[src/rtl/bcd_pkg.sv]
// rtl/bcd_pkg.sv - shared BCD constants, digit type and digit-count helper
package bcd_pkg;

  localparam int c_BCD_NIBBLE_W = 4;

  typedef logic [c_BCD_NIBBLE_W-1:0] bcd_digit_t;

  // Decimal digits needed to hold 2^width - 1; valid for width 1..63.
  function automatic int f_min_digits(input int width);
    longint unsigned max_val;
    int digits;
    max_val = (64'd1 << width) - 64'd1;
    digits  = 1;
    for (int i = 0; i < 20; i++) begin
      if (max_val >= 64'd10) begin
        max_val = max_val / 64'd10;
        digits  = digits + 1;
      end
    end
    return digits;
  endfunction

endpackage

[src/rtl/bcd_add3_cell.sv]
// rtl/bcd_add3_cell.sv - double-dabble correction: add 3 to a BCD digit >= 5
module bcd_add3_cell
  import bcd_pkg::*;
(
  input  bcd_digit_t digit,
  output bcd_digit_t adjusted
);

  assign adjusted = (digit >= 4'd5) ? digit + 4'd3 : digit;

endmodule

[src/rtl/hex_to_decimal.sv]
// rtl/hex_to_decimal.sv - unrolled double-dabble binary-to-BCD with one output register
module hex_to_decimal
  import bcd_pkg::*;
#(
  parameter int g_Width  = 8,
  parameter int g_Digits = 3
) (
  input  logic                             i_Clk,
  input  logic                             i_Rst,
  input  logic [g_Width-1:0]               i_Input_Hex,
  output logic [c_BCD_NIBBLE_W*g_Digits-1:0] o_Output_Dec,
  output logic                             o_Valid
);

  localparam int c_BCD_W = c_BCD_NIBBLE_W * g_Digits;

  if (g_Digits < f_min_digits(g_Width)) begin : g_param_check
    $error("hex_to_decimal: g_Digits=%0d too small for g_Width=%0d", g_Digits, g_Width);
  end

  logic [c_BCD_W-1:0] stage [0:g_Width];
  // Top bit shifted out of each stage; always zero when g_Digits is large enough.
  logic [g_Width-1:0] unused_msb;

  assign stage[0] = '0;

  for (genvar s = 0; s < g_Width; s++) begin : g_stage
    logic [c_BCD_W-1:0] adjusted;

    for (genvar d = 0; d < g_Digits; d++) begin : g_digit
      bcd_add3_cell u_cell (
        .digit    (stage[s][d*c_BCD_NIBBLE_W +: c_BCD_NIBBLE_W]),
        .adjusted (adjusted[d*c_BCD_NIBBLE_W +: c_BCD_NIBBLE_W])
      );
    end

    assign stage[s+1]    = {adjusted[c_BCD_W-2:0], i_Input_Hex[g_Width-1-s]};
    assign unused_msb[s] = adjusted[c_BCD_W-1];
  end

  always_ff @(posedge i_Clk) begin
    if (i_Rst) begin
      o_Output_Dec <= '0;
      o_Valid      <= 1'b0;
    end else begin
      o_Output_Dec <= stage[g_Width];
      o_Valid      <= 1'b1;
    end
  end

endmodule

[config.mk]
export PLATFORM = sky130hd
export DESIGN_NAME = hex_to_decimal
export DESIGN_NICKNAME = d
export VERILOG_FILES = /design/src/rtl/bcd_pkg.sv /design/src/rtl/bcd_add3_cell.sv /design/src/rtl/hex_to_decimal.sv
export SDC_FILE = /design/constraint.sdc
export NUM_CORES = 1
export LEC_CHECK = 0
export BUFFER_PORTS_ARGS = -buffer_cell sky130_fd_sc_hd__buf_2
export CAP_MARGIN = 40
export CORE_MARGIN = 1.5
export CORE_UTILIZATION = 45
export DETAILED_ROUTE_END_ITERATION = 12
export SLEW_MARGIN = 40
export SYNTH_ARGS = -nofsm -noshare
export SYNTH_HDL_FRONTEND = slang
export SYNTH_HIERARCHICAL = 1
export SYNTH_SLANG_ARGS = --single-unit
[constraint.sdc]
create_clock -name i_Clk -period 8 [get_ports i_Clk]
set_input_delay 0.8 -clock i_Clk [delete_from_list [all_inputs] [get_ports i_Clk]]
set_output_delay 0.8 -clock i_Clk [all_outputs]
set_load 0.03 [all_outputs]
==> impl_metrics.json, run 1 <==
{
  "core_mm2": 0.005608,
  "worstSetupStartpoint": "i_Input_Hex[6]",
  "hold_ws_ns": 0.7799,
  "grt_usage_pct": 12.19,
  "num_vias": 2181,
  "post_drt_via_cell_ratio": 4.251,
  "hold_violations": 0,
  "grt_pass1_vias": 1803,
  "dieHeight_um": 79.98,
  "cts_max_level": 1,
  "drcViolationCount": 0,
  "initial_core_util_pct": 47.55,
  "drtPass1Iterations": 4,
  "dr.first_iter.drc_count": 35,
  "place_ws_ns": 2.723,
  "gp_congestion": 0.7100,
  "drive_above_1_share_pct": 14.06,
  "fin_crit_sh_pct": 62.34,
  "place_hpwl_um": 3291,
  "startpoint_type": "primary input",
  "finalSetupTns_ns": 0,
  "grt_overflow": 0,
  "postCtsSetupRepairBufs": 0,
  "port_buffers": 22,
  "crit_arrival_ns": 5.16,
  "n_antenna_cell": 0,
  "drt-wirelength-per-cell_um": 7.094,
  "num_io_pins": 23,
  "syn_area_mm2": 0.002666,
  "cts_sinks": 13,
  "ctsHoldBuffers": 0,
  "die-area_mm2": 0.006396,
  "crit_type": "in -> reg",
  "fin_crit_ns": 4.987,
  "tritoncts": "yes",
  "synth_warnings": 6,
  "grt_pass1_wl_um": 6762,
  "antenna_found_initial": 0,
  "postLayoutCoreUtil_pct": 54.13,
  "die_w_um": 79.98,
  "required_ns": 8.18,
  "grt_max_degree": 14,
  "worst_setup_path_end_kind": "flop",
  "rsz0062_at_grt": "no",
  "cts_max_path_buffers": 2,
  "crit_end": "o_Output_Dec[2]",
  "synth.avg_cell_area_um2": 7.017,
  "numCtsBuffers": 3,
  "cts_resized": 0,
  "final_net_count": 500,
  "fmax_mhz": 200.5,
  "max_cap_violations": 0,
  "fin_ws_ns": 3.013,
  "setup_viol": 0,
  "root_buffer": "clkbuf_8",
  "routed_wl_um": 3639,
  "outcome": "finished clean",
  "slew_viol_final": 0,
  "cp_max_fo": 4,
  "synthCells": 380,
  "hp-class": "in -> reg",
  "ant_nets": 0,
  "clk_pin_slew_ns": 0.05,
  "area.growth.synth_to_final_pct": 13.84,
  "rows": 27
}
per-layer routing:
| layer | up-vias | track usage, % | wire length (µm) |
|---|---|---|---|
| met3 | 0 | 1.714 | 62 |
| met4 | 0 | 0.5172 | 0 |
| met2 | 14 | 21.76 | 1577 |
| li1 | 1288 | - | - |
| met5 | - | 0 | 0 |
| met1 | 879 | 16.20 | 1999 |
cell usage in the layout, fill, tap and decap left out:
| cell | n |
|---|---|
| nor2b_2 | 7 |
| nor2_1 | 24 |
| xnor2_1 | 24 |
| ha_1 | 48 |
| mux2i_1 | 24 |
| and2b_2 | 3 |
| inv_2 | 1 |
| nor2b_4 | 2 |
| nand2_1 | 88 |
| clkbuf_1 | 1 |
| o21ai_1 | 16 |
| clkbuf_8 | 3 |
| nand2b_1 | 40 |
| o21ai_0 | 16 |
| dfxtp_1 | 13 |
| conb_1 | 37 |
| buf_2 | 22 |
| inv_1 | 48 |
| a21oi_2 | 24 |
through the flow:
| step | cells | instance area, µm² |
|---|---|---|
| after detailed placement | 509 | 2990 |
| after global placement | 509 | 2990 |
| after CTS | 513 | 3035 |
| after floorplan | 416 | 2801 |
| final | 513 | 3035 |
| after global routing | 513 | 3035 |
critical path: stages:
cell,delay (ns)
buf_2,0.12
xnor2_1,0.13
inv_1,0.09
ha_1,0.17
nand2b_1,0.16
a21oi_2,0.19
xnor2_1,0.15
inv_1,0.10
ha_1,0.17
nand2b_1,0.16
a21oi_2,0.19
xnor2_1,0.15
inv_1,0.10
ha_1,0.18
nand2b_1,0.16
a21oi_2,0.20
xnor2_1,0.15
inv_1,0.10
ha_1,0.18
nand2b_1,0.17
a21oi_2,0.20
xnor2_1,0.16
inv_1,0.10
ha_1,0.18
nand2b_1,0.16
a21oi_2,0.19
mux2i_1,0.20
nor2b_2,0.14
how the worst min path moves through the flow:
stage / startpoint / cells after the start / end / slack [ns]
global placement: i_Input_Hex[0] / 2 / o_Output_Dec[0] / 1.02
CTS: i_Input_Hex[0] / 2 / o_Output_Dec[0] / 0.78
global route: i_Input_Hex[0] / 2 / o_Output_Dec[0] / 0.77
finish: i_Input_Hex[0] / 2 / o_Output_Dec[0] / 0.78
floorplan: i_Input_Hex[0] / 1 / o_Output_Dec[0] / 0.93
detailed placement: i_Input_Hex[0] / 2 / o_Output_Dec[0] / 1.02
flip-flops by register name, indices dropped and copies added (netlist names):
| register | cells |
|---|---|
| o_Output_Dec | 12 |
| o_Valid | 1 |
area by class of cell:
| type | instances | area [µm²] |
|---|---|---|
| Tap cell | 72 | 90.09 |
| Inverter | 49 | 183.9 |
| Timing Repair Buffer | 22 | 110.1 |
| Sequential cell | 13 | 260.3 |
| Multi-Input combinational cell | 353 | 2346 |
| Clock buffer | 4 | 45.04 |
| Fill cell | 577 | 2572 |
Power of run 1 is not shown: default switching activity piles up to over one toggle a cycle in this logic, so the estimate is an artifact.
==> run 2: changes to the inputs <==
==> constraint.sdc (replaced) <==
create_clock -name i_Clk -period 5 [get_ports i_Clk]
set_input_delay 0.5 -clock i_Clk [delete_from_list [all_inputs] [get_ports i_Clk]]
set_output_delay 0.5 -clock i_Clk [all_outputs]
set_load 0.03 [all_outputs]
==> run 2 against run 1 <==
  * Core utilization increased by 1.3 points
  * Non-clock buffer count grew 5
  * Sequential share of layout area fell by 0.20 points
  * Via count up 2.4%
  * Routed wire length up 8.2%
  * Critical path type unchanged
  * Highest routed layer unchanged
==> impl_metrics.json, run 2 (synthesis results as in run 1) <==
{
  "outcome": "finished clean",
  "fin_crit_sh_pct": 92.93,
  "clk_pin_slew_ns": 0.05,
  "routed_wl_um": 3936,
  "grt_usage_pct": 12.95,
  "top_regs": "o_Output_Dec x12, o_Valid x1",
  "final_net_count": 505,
  "cts_max_path_buffers": 2,
  "fill_cells": 578,
  "largest_reg_flops": 12,
  "hold_ws_ns": 0.4798,
  "mostFrequentLayoutCells": "88 x nand2_1, 48 x ha_1, 46 x inv_1",
  "rows": 27,
  "cts_max_level": 1,
  "place_hpwl_um": 3476,
  "gp_congestion": 0.7217,
  "design_area_mm2": 0.003107,
  "placed_cell_area_mm2": 0.003005,
  "place_ws_ns": -0.01268,
  "fmax_mhz": 215.2,
  "numCtsBuffers": 3,
  "port_buffers": 22,
  "n_antenna_cell": 0,
  "hold_violations": 0,
  "die-area_mm2": 0.006396,
  "max_cap_violations": 0,
  "num_vias": 2233,
  "fin_ws_ns": 0.3535,
  "dieHeight_um": 79.98,
  "tritoncts": "yes",
  "antenna_found_initial": 0,
  "core_mm2": 0.005608,
  "grt_pass1_vias": 1911,
  "cts_sinks": 13,
  "grt_pass1_wl_um": 7162,
  "final_common_cell": "nand2_1",
  "root_buffer": "clkbuf_8",
  "holdPathStages": 2,
  "grt_max_degree": 14,
  "crit_arrival_ns": 4.83,
  "cp_max_fo": 4,
  "dp_cells": 511,
  "fin_cells": 518,
  "fin_crit_ns": 4.647,
  "startpoint_type": "primary input",
  "drt-wirelength-per-cell_um": 7.598,
  "drive_above_1_share_pct": 16.82,
  "grt_overflow": 0,
  "ant_nets": 0,
  "initial_core_util_pct": 47.55,
  "hp-class": "in -> reg",
  "worst_setup_path_end_kind": "flop",
  "die_w_um": 79.98,
  "post_drt_via_cell_ratio": 4.311,
  "required_ns": 5.18,
  "setup_viol": 0,
  "area.growth.synth_to_final_pct": 16.52,
  "num_io_pins": 23,
  "drcViolationCount": 0,
  "largest_register": "o_Output_Dec",
  "slew_viol_final": 0,
  "crit_type": "in -> reg",
  "drtPass1Iterations": 6,
  "dr.first_iter.drc_count": 42
}
==> run 2: changes by cell type in the layout (fill, tap and decap cells not counted), sizes merged <==
cell | previous run | this run
buf | 22 | 27
==> run 2: final cells by class <==
type / count / area [µm²] / share of cell area, %
inverter: 49 / 183.9 / 5.920
timing repair buffer: 27 / 147.6 / 4.752
sequential: 13 / 260.3 / 8.377
multi-input combinational: 353 / 2380 / 76.60
clock buffer: 4 / 45.04 / 1.450
tap: 72 / 90.09 / 2.900
==> run 2: what timing repair did <==
item | in CTS | in global routing
setup endpoints to repair | 0 | 5
buffers inserted | 0 | 3
gates resized for setup | 0 | 8
hold buffers | 0 | 0
==> run 2: final timing paths <==
| kind | start | endpoint |
|---|---|---|
| setup / recovery | i_Input_Hex[6] | o_Output_Dec[2] |
| hold / removal | i_Input_Hex[0] | o_Output_Dec[0] |
==> run 2: stage by stage <==
| stage | setup TNS (ns) | utilization, % |
|---|---|---|
| 6_report | 0 | 55.40 |
| 5_1_grt | -0.05288 | 55.40 |
| 4_1_cts | 0 | 54.40 |
| 3_5_place_dp | -0.01268 | 53.59 |
| 3_3_place_gp | 0 | 53.59 |
| 2_1_floorplan | 0 | - |
==> run 2: worst max-delay path, stage by stage <==
cell and delay, ns:
buf_2 0.12, xnor2_1 0.14, inv_1 0.10, ha_1 0.18
nand2b_1 0.16, a21oi_2 0.18, xnor2_1 0.16, inv_1 0.11
ha_1 0.18, nand2b_1 0.17, a21oi_2 0.20, xnor2_2 0.14
inv_2 0.07, ha_1 0.16, nand2b_1 0.16, a21oi_2 0.22
xnor2_2 0.16, inv_2 0.07, ha_1 0.17, nand2b_1 0.16
a21oi_2 0.21, xnor2_2 0.14, inv_1 0.09, ha_1 0.17
nand2b_1 0.16, a21oi_2 0.18, mux2i_1 0.19, nor2b_2 0.14
==> run 2: per-layer routing <==
layer | global-route usage, % | routed length (µm) | vias up
met5 | 0 | 0 | -
met4 | 0.5172 | 0 | 0
met3 | 1.714 | 72 | 0
met2 | 24.03 | 1863 | 15
met1 | 16.53 | 2000 | 928
li1 | - | - | 1290
Power of run 2 is left out for the same reason.
